### config.mk
export PLATFORM = sky130hd
export DESIGN_NAME = spi_master
export DESIGN_NICKNAME = d
export VERILOG_FILES = /design/src/rtl/spi_pkg.sv /design/src/rtl/spi_sck_gen.sv /design/src/rtl/spi_master.sv
export SDC_FILE = /design/constraint.sdc
export NUM_CORES = 1
export LEC_CHECK = 0
export CELL_PAD_IN_SITES_DETAIL_PLACEMENT = 0
export CELL_PAD_IN_SITES_GLOBAL_PLACEMENT = 1
export CORE_ASPECT_RATIO = 1.75
export CORE_MARGIN = 2
export CORE_UTILIZATION = 39
export CTS_BUF_LIST = sky130_fd_sc_hd__clkbuf_8
export CTS_CLUSTER_SIZE = 8
export DETAILED_ROUTE_END_ITERATION = 10
export PLACE_DENSITY_LB_ADDON = 0.1
export SETUP_SLACK_MARGIN = 0.5
export SYNTH_ARGS = -nofsm -noshare
export SYNTH_HDL_FRONTEND = slang
export SYNTH_SLANG_ARGS = --single-unit
### constraint.sdc
create_clock -name clk -period 1.8 [get_ports clk]
set_input_delay 0.54 -clock clk [delete_from_list [all_inputs] [get_ports clk]]
set_output_delay 0.54 -clock clk [all_outputs]
set_load 0.02 [all_outputs]
### src/rtl/spi_pkg.sv
// Shared SPI master definitions: FSM state type, SPI mode decode and the
// number of SCK edges in a one-byte transfer.
package spi_pkg;

  // Controller states: waiting for a request, or shifting a byte.
  typedef enum logic {
    ST_IDLE = 1'b0,
    ST_XFER = 1'b1
  } spi_state_t;

  // One byte moves in 8 full SCK periods = 16 edges.
  localparam int unsigned SPI_EDGES = 16;

  // Clock polarity / phase pair derived from the classic SPI mode number.
  typedef struct packed {
    logic cpol;
    logic cpha;
  } spi_mode_t;

  // Mode 0: CPOL=0 CPHA=0, mode 1: 0/1, mode 2: 1/0, mode 3: 1/1.
  function automatic spi_mode_t decode_mode(input int unsigned mode);
    spi_mode_t cfg;
    cfg.cpol = (mode == 2) || (mode == 3);
    cfg.cpha = (mode == 1) || (mode == 3);
    return cfg;
  endfunction

endpackage

### src/rtl/spi_sck_gen.sv
// SCK generator: divides clk into SCK half-periods, counts the 16 edges of a
// transfer and flags whether each edge is a leading or a trailing one.
// Strobes are asserted in the cycle whose rising clk edge toggles SCK, so the
// datapath acts on exactly the same clk edge that moves SCK.
module spi_sck_gen
  import spi_pkg::*;
#(
  parameter logic CPOL              = 1'b0,
  parameter int   CLKS_PER_HALF_BIT = 2
) (
  input  logic clk,
  input  logic rst,
  input  logic i_active,     // high while a transfer is in progress
  output logic o_sck,        // registered SCK
  output logic o_lead,       // this edge is an odd (leading) edge
  output logic o_trail,      // this edge is an even (trailing) edge
  output logic o_last_edge,  // this edge is edge 16
  output logic o_done        // all 16 edges have been produced
);

  localparam int         CW        = $clog2(CLKS_PER_HALF_BIT);
  localparam logic [CW-1:0] HALF_MAX = CW'(CLKS_PER_HALF_BIT - 1);
  localparam logic [4:0] EDGE_LAST = 5'(SPI_EDGES);

  logic [CW-1:0] r_half_cnt;
  logic [4:0]    r_edge_cnt;
  logic          r_sck;
  logic          w_tick;

  // A tick is the end of a half-period while edges remain to be produced.
  assign w_tick      = i_active && (r_edge_cnt != EDGE_LAST) && (r_half_cnt == HALF_MAX);
  // r_edge_cnt holds edges already produced, so an even count means the
  // upcoming edge number is odd (leading).
  assign o_lead      = w_tick && !r_edge_cnt[0];
  assign o_trail     = w_tick &&  r_edge_cnt[0];
  assign o_last_edge = w_tick && (r_edge_cnt == EDGE_LAST - 5'd1);
  assign o_done      = i_active && (r_edge_cnt == EDGE_LAST);
  assign o_sck       = r_sck;

  // Half-bit divider, edge counter and SCK toggle; everything parks at the
  // idle level whenever no transfer is active.
  always_ff @(posedge clk or posedge rst) begin
    if (rst) begin
      r_half_cnt <= '0;
      r_edge_cnt <= '0;
      r_sck      <= CPOL;
    end else if (!i_active) begin
      r_half_cnt <= '0;
      r_edge_cnt <= '0;
      r_sck      <= CPOL;
    end else if (w_tick) begin
      r_half_cnt <= '0;
      r_edge_cnt <= r_edge_cnt + 5'd1;
      r_sck      <= ~r_sck;
    end else if (r_edge_cnt != EDGE_LAST) begin
      r_half_cnt <= r_half_cnt + 1'b1;
    end
  end

endmodule

### src/rtl/spi_master.sv
// SPI master, one byte per request, MSB first, selectable SPI mode 0..3.
// Handshake: a request is taken when i_MOSI_DV meets o_MOSI_Ready; the
// received byte is presented with a one-cycle o_MISO_DV pulse in the same
// cycle Ready returns high, so back-to-back bytes cost one idle cycle.
module spi_master
  import spi_pkg::*;
#(
  parameter int SPI_MODE          = 0,
  parameter int CLKS_PER_HALF_BIT = 2
) (
  input  logic       clk,
  input  logic       rst,
  input  logic [7:0] i_MOSI_Byte,
  input  logic       i_MOSI_DV,
  output logic       o_MOSI_Ready,
  output logic       o_MISO_DV,
  output logic [7:0] o_MISO_Byte,
  output logic       SCK,
  input  logic       MISO,
  output logic       MOSI
);

  localparam spi_mode_t MODE_CFG = decode_mode(SPI_MODE);
  localparam logic      CPOL     = MODE_CFG.cpol;
  localparam logic      CPHA     = MODE_CFG.cpha;

  spi_state_t r_state;
  spi_state_t w_state_next;
  logic       w_ready_next;
  logic       w_miso_dv_next;

  logic       r_ready;
  logic       r_miso_dv;
  logic [7:0] r_miso_byte;
  logic [7:0] r_tx_shift;
  logic [7:0] r_rx_shift;
  logic       r_mosi;

  logic       w_accept;
  logic       w_active;
  logic       w_lead;
  logic       w_trail;
  logic       w_last_edge;
  logic       w_done;
  logic       w_shift_out;
  logic       w_sample;
  logic       w_sck;

  assign w_active = (r_state == ST_XFER);
  assign w_accept = (r_state == ST_IDLE) && r_ready && i_MOSI_DV;

  // CPHA=0 presents bit 7 up front, samples on leading edges and advances on
  // trailing edges (none after the final edge). CPHA=1 advances on leading
  // edges and samples on trailing edges.
  assign w_shift_out = CPHA ? w_lead : (w_trail && !w_last_edge);
  assign w_sample    = CPHA ? w_trail : w_lead;

  spi_sck_gen #(
    .CPOL              (CPOL),
    .CLKS_PER_HALF_BIT (CLKS_PER_HALF_BIT)
  ) u_sck_gen (
    .clk         (clk),
    .rst         (rst),
    .i_active    (w_active),
    .o_sck       (w_sck),
    .o_lead      (w_lead),
    .o_trail     (w_trail),
    .o_last_edge (w_last_edge),
    .o_done      (w_done)
  );

  // State register.
  always_ff @(posedge clk or posedge rst) begin
    if (rst) begin
      r_state <= ST_IDLE;
    end else begin
      r_state <= w_state_next;
    end
  end

  // Next state plus the next values of the registered handshake outputs.
  always_comb begin
    w_state_next   = r_state;
    w_miso_dv_next = 1'b0;
    case (r_state)
      ST_IDLE: begin
        if (w_accept) begin
          w_state_next = ST_XFER;
        end
      end
      ST_XFER: begin
        if (w_done) begin
          w_state_next   = ST_IDLE;
          w_miso_dv_next = 1'b1;
        end
      end
      default: begin
        w_state_next = ST_IDLE;
      end
    endcase
    // Ready tracks the state we are about to be in, which also makes it rise
    // on the first clock after reset is released.
    w_ready_next = (w_state_next == ST_IDLE);
  end

  // Shift registers, MOSI driver and handshake outputs. MISO is sampled
  // directly on the SCK-moving clk edge so a MOSI->MISO loopback lines up.
  always_ff @(posedge clk or posedge rst) begin
    if (rst) begin
      r_ready     <= 1'b0;
      r_miso_dv   <= 1'b0;
      r_miso_byte <= 8'h00;
      r_tx_shift  <= 8'h00;
      r_rx_shift  <= 8'h00;
      r_mosi      <= 1'b0;
    end else begin
      r_ready   <= w_ready_next;
      r_miso_dv <= w_miso_dv_next;
      if (w_miso_dv_next) begin
        r_miso_byte <= r_rx_shift;
      end
      if (w_accept) begin
        r_rx_shift <= 8'h00;
        if (!CPHA) begin
          r_mosi     <= i_MOSI_Byte[7];
          r_tx_shift <= {i_MOSI_Byte[6:0], 1'b0};
        end else begin
          r_tx_shift <= i_MOSI_Byte;
        end
      end else if (w_active) begin
        if (w_shift_out) begin
          r_mosi     <= r_tx_shift[7];
          r_tx_shift <= {r_tx_shift[6:0], 1'b0};
        end
        if (w_sample) begin
          r_rx_shift <= {r_rx_shift[6:0], MISO};
        end
      end
    end
  end

  assign o_MOSI_Ready = r_ready;
  assign o_MISO_DV    = r_miso_dv;
  assign o_MISO_Byte  = r_miso_byte;
  assign SCK          = w_sck;
  assign MOSI         = r_mosi;

endmodule

==> results of run 1 <==
[synthesized netlist by cell type (all sizes together) (2+ instances only)]
master,number,area (sq um)
nand2,20,82.58
buf,6,55.05
nor2,5,18.77
inv,9,33.78
nand3,18,90.09
mux2,8,90.09
clkbuf,3,12.51
nand3b,2,15.01
and3b,2,20.02
dfrtp,34,850.8
ha,3,37.54
o21ai,13,68.82
a21oi,7,35.03
o211ai,6,75.07
[routing by layer]
metal | track usage [%] | routed length, microns
met5 | 0 | 0
met4 | 8.392 | 65
met3 | 3.378 | 115
met2 | 28.98 | 1872
met1 | 18.95 | 1411
[cells by family after synthesis]
kind of cell / after synthesis / share of synthesized area [%]
buffers and inverters: 18 / 6.328
AOI/OAI and AO/OA: 30 / 13.20
and+or+nand+nor: 55 / 18.83
DFF: 34 / 53.13
adders and majority gates: 3 / 2.344
xor gates and xnor gates: 1 / 0.5470
muxes: 8 / 5.625
[flip-flops by register name, indices dropped and copies added (netlist names)]
register / count
MOSI: 1
o_MISO_Byte: 8
o_MISO_DV: 1
o_MOSI_Ready: 1
r_rx_shift: 8
r_state: 1
r_tx_shift: 7
u_sck_gen.o_sck: 1
u_sck_gen.r_edge_cnt: 5
u_sck_gen.r_half_cnt: 1
[how the worst min path moves through the flow]
stage | to | slack [ps] | cells past startpoint
after floorplan | o_MISO_Byte[7] | 480 | 1
after global placement | o_MISO_Byte[3] | 490 | 1
after detailed placement | o_MISO_Byte[6] | 490 | 1
after CTS | o_MISO_Byte[7] | 520 | 1
after global routing | o_MISO_Byte[5] | 540 | 1
final | r_tx_shift[4] | 520 | 2
[critical path, delay by kind of cell, from the launching register on]
| kind | cells | cell delay (ps) |
|---|---|---|
| simple gates | 3 | 480 |
| flops | 1 | 400 |
| fa+ha+maj | 2 | 320 |
| compound gates | 1 | 290 |
| buf+inv | 1 | 130 |
[what timing repair did]
item                                    in CTS  in global routing
hold endpoints to repair                     0                  0
buffers inserted                             9                  2
endpoints found under the setup margin      45                 45
pin swaps                                    6                  3
resized for setup                           76                 10
[per-stage QoR]
stage	instances	worst slack, ps
6_report	236	123.7
5_1_grt	236	65.07
4_1_cts	234	115.5
3_5_place_dp	217	80.85
3_3_place_gp	217	120.7
2_1_floorplan	149	104.0
[final cells by class]
class / count / area, sq um / share of cell area, %
timing repair buffer: 40 / 416.7 / 19.02
tap: 48 / 60.06 / 2.741
clock inverter: 2 / 12.51 / 0.5711
sequential: 34 / 850.8 / 38.83
inverter: 9 / 36.28 / 1.656
multi-input combinational: 97 / 732.0 / 33.41
clock buffer: 6 / 82.58 / 3.769
[power by group]
group | internal, uW | leakage [uW] | switching, uW | total (uW)
sequential | 1050 | 0.000443 | 247 | 1300
combinational | 796 | 0.000497 | 730 | 1530
clock | 307 | 0.0000472 | 287 | 594
total | 2150 | 0.000988 | 1260 | 3420
==> flow_metrics.py, run 1 <==
metrics = {
    "clock_tree": {
        "holdBufCountCts": 0,
        "clkTransAtPathRegs_ps": 70,
        "clock_latency_ps": 290,
        "cts.sinks": 34,
        "clockBufferDepth": 2,
        "h-tree-depth": 2,
        "clockRootBuffer": "clkbuf_8",
        "tritoncts": "done",
        "numCtsBuffers": 5,
    },
    "setup_path": {
        "cp_data_required_time_ps": 2030,
        "r2r_start": "u_sck_gen.r_edge_cnt[0]",
        "timing.rr.end": "MOSI",
        "path_cells": "ha_2 > and3_4 > ha_4 > and4b_2 > buf_4 > a211o_2 > nand3_2",
        "reg2regPathDepth": 7,
        "critical_path.max_fanout": 4,
        "crit_type": "reg2reg",
        "slowest_stage": "dfrtp_1",
        "crit_path_start": "u_sck_gen.r_edge_cnt[0]",
        "max_stage_delay_ps": 400,
        "cp-end-kind": "flop",
        "cp-start-kind": "flop",
        "arrival_ps": 1910,
        "crit_end": "MOSI",
        "ff2ff_setup_slack_ps": 120,
    },
    "placement": {
        "portBuffers": 23,
        "place_hpwl_mm": 2.302,
        "place_congestion": 0.6858,
        "place_area_sq_um": 1929,
    },
    "timing": {
        "setup_viol": 0,
        "finClkSkew_ps": 6.202,
        "slew_headroom_pct": 77.74,
        "min_period_ps": 1676,
        "finalHoldViolations": 0,
        "fmax_mhz": 596.5,
        "fin_crit_sh_pct": 93.13,
        "tightest_slew_ps": 333.9,
        "setup-tns-final_ps": 0,
        "rsz0062_at_grt": "true",
        "holdWs_ps": 521.8,
        "final_max_slew_viol_count": 0,
    },
    "synth": {
        "synth_cell_types": 33,
        "synth_ff_type": "dfrtp_1",
        "syn_nets": 164,
        "yosysWarnings": 0,
        "ys_async_sr_fraction_pct": 100.0,
        "ys_seq_area_share_pct": 53.13,
        "synth_edf_count": 0,
        "synth_seq_cells": 34,
        "syn_inst": 149,
        "syn-cell-area_sq_um": 1602,
        "synth.avg_cell_area_sq_um": 10.75,
    },
    "route": {
        "firstDrtPassIters": 5,
        "drc": 0,
        "viasPerCell": 5.322,
        "wl_per_cell_microns": 14.68,
        "drt_wl_total_mm": 3.465,
        "route.antenna.remaining_nets": 0,
        "via_count": 1256,
        "drt_iter0_drc": 32,
    },
    "finish": {
        "post-route-util_pct": 56.12,
        "drive_gt1_share_pct": 38.30,
        "num_antenna_cells": 0,
        "final_cell_mix": "34 x dfrtp_1, 19 x nand2_1, 17 x nand3_1, 17 x buf_6, 11 x clkdlybuf4s50_1",
        "area_delta_synth_final_pct": 36.80,
        "fin_area_sq_um": 2191,
        "nets": 202,
        "n_fill_cell": 360,
        "final_common_cell": "dfrtp_1",
    },
    "grt": {
        "grt_pass1_wl_mm": 5.768,
        "grt_max_degree": 35,
        "grtUsageTotal_pct": 16.71,
        "antenna_found_initial": 0,
        "grt_overflow": 0,
        "grt_pass1_vias": 1292,
    },
    "floorplan": {
        "start_util_pct": 41.03,
        "core_area_sq_um": 3904,
        "ios": 24,
        "dieArea_sq_um": 4655,
        "rows": 30,
        "die_x_microns": 52.44,
        "die_y_microns": 88.77,
    },
    "worst_hold_path": {
        "hp-start": "r_tx_shift[3]",
        "min_path_type": "reg2reg",
    },
    "power": {
        "ir_drop_v": 0.0009292,
        "pwr_density_cell_nw_per_um2": 1560,
        "leakage_uw": 0.0009876,
        "finalPower_uw": 3418,
    },
    "status": {
        "status": "completed",
    },
    "run": {
        "max_cap_violations": 0,
    },
}
No activity file was read; power rests on OpenSTA's default activity.
==> run 2, diff against run 1 <==
Settings changed: CORE_UTILIZATION 39 to 40, SYNTH_HIERARCHICAL from default to 1.
==> run 2 against run 1 <==
Compared with the run above:
- the flow now finishes with violations (setup timing)
- wire length rose by 9.2%
- combinational power rose by 8%
- flip-flop and latch count did not move
- final cell count rose by 3.0%
- critical path type unchanged
- highest routed layer unchanged
==> flow_metrics.py, run 2 <==
metrics = {
    "synth": {
        "syn-cell-area_sq_um": 1590,
        "yosysTopAreaCellShare_pct": 53.50,
        "yosysWarnings": 6,
        "ys_seq_area_share_pct": 53.50,
        "ys_async_sr_fraction_pct": 100.0,
        "synth_cell_types": 39,
        "yosys-top-cells-area": "dfrtp_1 54%, mux2_2 6.4%, a22o_1 4.4%",
        "ys_top_cells_by_count": "34 x dfrtp_1, 16 x nand2_1, 9 x inv_1, 9 x mux2_2, 8 x a22o_1",
        "synth_top_area_cell": "dfrtp_1",
        "syn_nets": 154,
        "synth.most_common_cell": "dfrtp_1",
        "synth.avg_cell_area_sq_um": 11.44,
        "synth_seq_cells": 34,
        "synth_ff_type": "dfrtp_1",
        "syn_inst": 139,
        "synth_edf_count": 0,
    },
    "clock_tree": {
        "cts.sinks": 34,
        "clockRootBuffer": "clkbuf_8",
        "numCtsBuffers": 5,
        "clockBufferDepth": 2,
        "clock_latency_ps": 280,
        "tritoncts": "done",
        "h-tree-depth": 2,
        "clkTransAtPathRegs_ps": 70,
    },
    "grt": {
        "grt_pass1_wl_mm": 6.141,
        "grt_max_degree": 28,
        "grt_overflow": 0,
        "grtUsageTotal_pct": 18.59,
        "antenna_found_initial": 0,
        "grt_pass1_vias": 1337,
    },
    "setup_path": {
        "critical_path.max_fanout": 3,
        "ff2ff_setup_slack_ps": -2,
        "r2r_start": "u_sck_gen/r_edge_cnt[1]",
        "cp_data_required_time_ps": 1970,
        "crit_type": "reg2reg",
        "cp-end-kind": "flop",
        "timing.rr.end": "r_tx_shift[2]",
        "reg2regPathDepth": 9,
        "cp-start-kind": "flop",
        "arrival_ps": 1980,
    },
    "power": {
        "p_seq_share_pct": 31.9,
        "leakage_uw": 0.001133,
        "p_int_uw": 2419,
        "switching_share_pct": 34.47,
        "ir_drop_v": 0.0008468,
        "clkPwrFrac_pct": 23.5,
        "pwr_density_cell_nw_per_um2": 1514,
        "p_sw_uw": 1272,
        "p_comb_share_pct": 44.6,
    },
    "floorplan": {
        "ios": 24,
        "rows": 30,
        "die_x_microns": 51.67,
        "dieArea_sq_um": 4516,
        "start_util_pct": 41.54,
        "core_area_sq_um": 3829,
        "die_y_microns": 87.41,
    },
    "finish": {
        "num_antenna_cells": 0,
        "post-route-util_pct": 63.69,
        "n_fill_cell": 331,
        "area_delta_synth_final_pct": 53.34,
        "final_cell_mix": "32 x dfrtp_1, 23 x buf_4, 15 x nand2_1, 15 x buf_6, 10 x clkdlybuf4s50_1",
        "final_common_cell": "dfrtp_1",
        "layout.area.seq_sq_um": 853.3,
        "nets": 209,
        "drive_gt1_share_pct": 49.23,
        "multi_input_area_sq_um": 852.1,
    },
    "route": {
        "viasPerCell": 5.267,
        "drt_iter0_drc": 19,
        "drc": 0,
        "route.antenna.remaining_nets": 0,
        "via_count": 1280,
        "drt_wl_total_mm": 3.783,
        "wl_per_cell_microns": 15.57,
        "firstDrtPassIters": 5,
    },
    "placement": {
        "portBuffers": 23,
        "place_congestion": 0.7349,
        "place_hpwl_mm": 2.545,
    },
    "timing": {
        "setup-tns-final_ps": -2.803,
        "fin_crit_sh_pct": 100.1,
        "min_period_ps": 1802,
        "tightest_slew_ps": 340.6,
        "final_max_slew_viol_count": 0,
        "slew_headroom_pct": 77.29,
        "setup_viol": 3,
        "setup_ws_ps": -1.889,
        "finalHoldViolations": 0,
        "rsz0062_at_grt": "true",
        "finClkSkew_ps": 3.984,
        "fmax_mhz": 555.0,
    },
    "status": {
        "status": "complete, but fails checks",
        "violations": "setup timing",
    },
    "run": {
        "max_cap_violations": 0,
    },
    "worst_hold_path": {
        "min_path_type": "in2async",
    },
}
run 2: cell types whose count changed in the layout (fill, tap and decap cells not counted), moves of 3 or more:
| cell | previous run | this run |
|---|---|---|
| a211oi_1 | 0 | 4 |
| a21oi_1 | 7 | 2 |
| a22o_1 | 0 | 8 |
| a31oi_1 | 1 | 4 |
| and3_1 | 0 | 4 |
| buf_4 | 10 | 23 |
| inv_2 | 2 | 5 |
| mux2_2 | 8 | 0 |
| mux2_4 | 0 | 9 |
| nand2_1 | 19 | 15 |
| nand3_1 | 17 | 0 |
| nor2_2 | 0 | 3 |
| o211ai_2 | 6 | 0 |
| o21ai_1 | 9 | 1 |
run 2: how the worst max path moves through the flow:
stage	start	end	slack (ps)	cells after the start
2_1_floorplan	u_sck_gen/r_edge_cnt[0]	r_tx_shift[1]	-60	9
3_3_place_gp	u_sck_gen/r_edge_cnt[0]	r_tx_shift[1]	-60	7
3_5_place_dp	u_sck_gen/r_edge_cnt[0]	r_tx_shift[7]	-90	8
4_1_cts	u_sck_gen/r_edge_cnt[0]	r_tx_shift[1]	-50	8
5_1_grt	u_sck_gen/r_edge_cnt[1]	r_tx_shift[6]	-100	10
6_report	u_sck_gen/r_edge_cnt[1]	r_tx_shift[2]	-2	9
run 2: metrics by stage:
step | setup slack, ps | hold slack (ps) | power (uW) | area [sq um] | std cells
final | -1.889 | 520.6 | 3691 | 2439 | 243
after detailed placement | -90.63 | 491.2 | 2400 | 2001 | 217
after CTS | -45.94 | 517.3 | 3538 | 2332 | 237
after floorplan | -58.72 | 343.3 | 1994 | 1659 | 139
after global routing | -99.66 | 539.4 | 3909 | 2439 | 243
after global placement | -56.73 | 490.5 | 2362 | 2001 | 217
run 2: cell families after synthesis:
| kind of cell | synth area share, % |
|---|---|
| simple gates | 17.23 |
| flops | 53.50 |
| compound gates | 14.79 |
| buf+inv | 4.563 |
| mux | 7.003 |
| fa+ha+maj | 2.361 |
| xor+xnor | 0.5508 |
run 2: power groups by stage:
stage          Sequential, uW  Combinational (uW)  Clock [uW]
2_1_floorplan            1200                 791           0
4_1_cts                  1160                1480         889
3_3_place_gp             1150                1210           0
6_report                 1180                1650         868
5_1_grt                  1200                1790         919
3_5_place_dp             1160                1240           0
run 2: final cells by class:
class / instances / area share (%)
Timing Repair Buffer: 52 / 20.37
Tap cell: 48 / 2.463
Clock buffer: 6 / 3.386
Multi-Input combinational cell: 92 / 34.94
Clock inverter: 2 / 2.463
Inverter: 9 / 1.385
Sequential cell: 34 / 34.99
run 2: routing by layer:
layer  vias to the layer above  global-route usage, %  part of all wire [%]
met4                         0                  10.05                   1.7
met3                         6                  4.124                   3.3
li1                        605                      -                     -
met2                        29                  32.98                    58
met1                       640                  19.80                    37
met5                         -                      0                     0
run 2: critical path, stage by stage (launching register included):
cell and delay (ps):
dfrtp_2 440, inv_2 80, ha_4 160, nand4bb_4 130
and2_4 170, and3_4 170, buf_6 110, nor2b_4 110
nand2_1 80, o221a_2 250
run 2: repair_timing:
item / CTS / global route
setup buffers: 11 / 6
setup endpoints to repair: 44 / 45
hold buffers: 0 / 0
pin swaps: 15 / 11
gates resized for setup: 92 / 13
cloned: 1 / 0
==> run 3, diff against run 2 <==
Settings changed: PLACE_DENSITY from default to 0.8, PLACE_DENSITY_LB_ADDON 0.1 to default, SKIP_LAST_GASP from default to 1.
==> run 3 against run 2 <==
Compared with the run above:
- the flow still finishes with violations (setup timing)
- register-to-register slack worse by 20 ps
- sequential power about the same
- flip-flop and latch count did not move
- critical path depth shrank 1
- largest cell class unchanged
==> flow_metrics.py, run 3 (synthesis gave the netlist of run 2 again) <==
metrics = {
    "setup_path": {
        "critical_path.max_fanout": 4,
        "cp_data_required_time_ps": 1980,
        "cp-end-kind": "flop",
        "crit_path_start": "u_sck_gen/r_edge_cnt[0]",
        "crit_type": "reg2reg",
        "arrival_ps": 1990,
        "cp-start-kind": "flop",
        "slowest_stage": "dfrtp_2",
        "path_cells": "inv_2 > ha_4 > nand4bb_4 > and2_4 > and3_4 > nand2b_4 > a21o_1 > a22o_1",
        "max_stage_delay_ps": 450,
        "r2r_start": "u_sck_gen/r_edge_cnt[0]",
    },
    "finish": {
        "drive_gt1_share_pct": 50.00,
        "multi_input_area_sq_um": 853.3,
        "post-route-util_pct": 62.42,
        "area_delta_synth_final_pct": 50.28,
        "final_common_cell": "dfrtp_1",
        "num_antenna_cells": 0,
        "final_cell_mix": "32 x dfrtp_1, 18 x buf_6, 18 x buf_4",
        "layout.area.seq_sq_um": 853.3,
        "fin_cells": 238,
        "nets": 204,
        "n_fill_cell": 334,
    },
    "run": {
        "max_cap_violations": 0,
    },
    "clock_tree": {
        "clock_latency_ps": 290,
        "clockRootBuffer": "clkbuf_8",
        "clockBufferDepth": 2,
        "tritoncts": "done",
        "numCtsBuffers": 5,
        "h-tree-depth": 2,
        "cts.sinks": 34,
        "clkTransAtPathRegs_ps": 70,
    },
    "worst_hold_path": {
        "min_path_type": "in2async",
    },
    "timing": {
        "slew_headroom_pct": 69.38,
        "tightest_slew_ps": 459.3,
        "final_max_slew_viol_count": 0,
        "finalHoldViolations": 0,
        "fin_crit_sh_pct": 101.0,
        "setup_ws_ps": -17.38,
        "min_period_ps": 1817,
        "fmax_mhz": 550.2,
        "holdWs_ps": 506.2,
        "setup_viol": 4,
        "rsz0062_at_grt": "true",
        "setup-tns-final_ps": -42.52,
        "finClkSkew_ps": 4.962,
    },
    "floorplan": {
        "die_y_microns": 87.41,
        "dieArea_sq_um": 4516,
        "rows": 30,
        "core_area_sq_um": 3829,
        "start_util_pct": 41.54,
        "die_x_microns": 51.67,
        "ios": 24,
    },
    "grt": {
        "grt_overflow": 0,
        "grt_pass1_vias": 1233,
        "grt_max_degree": 28,
        "antenna_found_initial": 0,
        "grt_pass1_wl_mm": 5.699,
        "grtUsageTotal_pct": 17.06,
    },
    "route": {
        "firstDrtPassIters": 4,
        "viasPerCell": 5.143,
        "route.antenna.remaining_nets": 0,
        "drt_wl_total_mm": 3.514,
        "wl_per_cell_microns": 14.76,
        "drc": 0,
        "drt_iter0_drc": 8,
        "via_count": 1224,
    },
    "power": {
        "pwr_density_cell_nw_per_um2": 1508,
        "ir_drop_v": 0.0008833,
        "leakage_uw": 0.001094,
    },
    "status": {
        "violations": "setup timing",
        "status": "complete, but fails checks",
    },
    "placement": {
        "place_congestion": 0.7403,
        "place_hpwl_mm": 2.420,
        "portBuffers": 23,
        "dp_slack_ps": -78.26,
        "dp.cells": 216,
    },
}
[run 3: cell types whose count changed in the layout (fill, tap and decap cells not counted), moves of 3 or more]
| cell | before | now |
|---|---|---|
| nand2_2 | 2 | 5 |
| mux2_4 | 9 | 4 |
| nand2_1 | 15 | 12 |
| mux2_2 | 0 | 5 |
| buf_4 | 23 | 18 |
| buf_6 | 15 | 18 |
[run 3: per-layer routing]
metal | vias up | routed length, microns | global-route usage, %
li1 | 594 | - | -
met1 | 606 | 1315 | 18.75
met2 | 20 | 2046 | 31.70
met3 | 4 | 113 | 4.296
met4 | 0 | 38 | 4.306
met5 | - | 0 | 0
[run 3: cell type report]
cell class	instances	area share (%)
flip-flops and latches	34	35.71
multi-input cells	92	35.71
repair buffers	47	18.69
clock buffers	6	3.456
clock inverters	2	2.513
well taps	48	2.513
inverters	9	1.414
[run 3: critical path: cells and delay by family (launching register included)]
| family | cells | cell delay [ps] |
|---|---|---|
| AND/OR/NAND/NOR | 4 | 600 |
| AO/OA/AOI/OAI | 2 | 410 |
| buffers and inverters | 1 | 90 |
| adder cells (fa/ha/maj) | 1 | 150 |
| flip-flops | 1 | 450 |
[run 3: report_power, final]
group	internal [uW]	switching, uW	total (uW)
logic	797	752	1550
registers	963	221	1180
clock network	591	281	872
[run 3: worst paths after layout]
kind / end / slack [ps] / cells after the start
max: r_tx_shift[1] / -20 / 8
min: u_sck_gen/o_sck / 510 / 2
max reg2reg: r_tx_shift[1] / -20 / 8
min reg2reg: o_MISO_Byte[7] / 530 / 1
max in group asynchronous: o_MISO_Byte[7] / 900 / 3
min in group clk: o_MISO_Byte[7] / 530 / 1
[run 3: per-stage QoR]
step | total power, uW | cell area [sq um]
2_1_floorplan | 1994 | 1659
3_3_place_gp | 2325 | 1993
3_5_place_dp | 2384 | 1993
4_1_cts | 3553 | 2335
5_1_grt | 3801 | 2390
6_report | 3604 | 2390
[run 3: repair_timing]
item	in CTS	in global routing
setup buffers	9	4
cloned	1	0
endpoints found under the setup margin	44	45
resized for setup	102	6
pin swaps	17	12
hold buffers	0	0
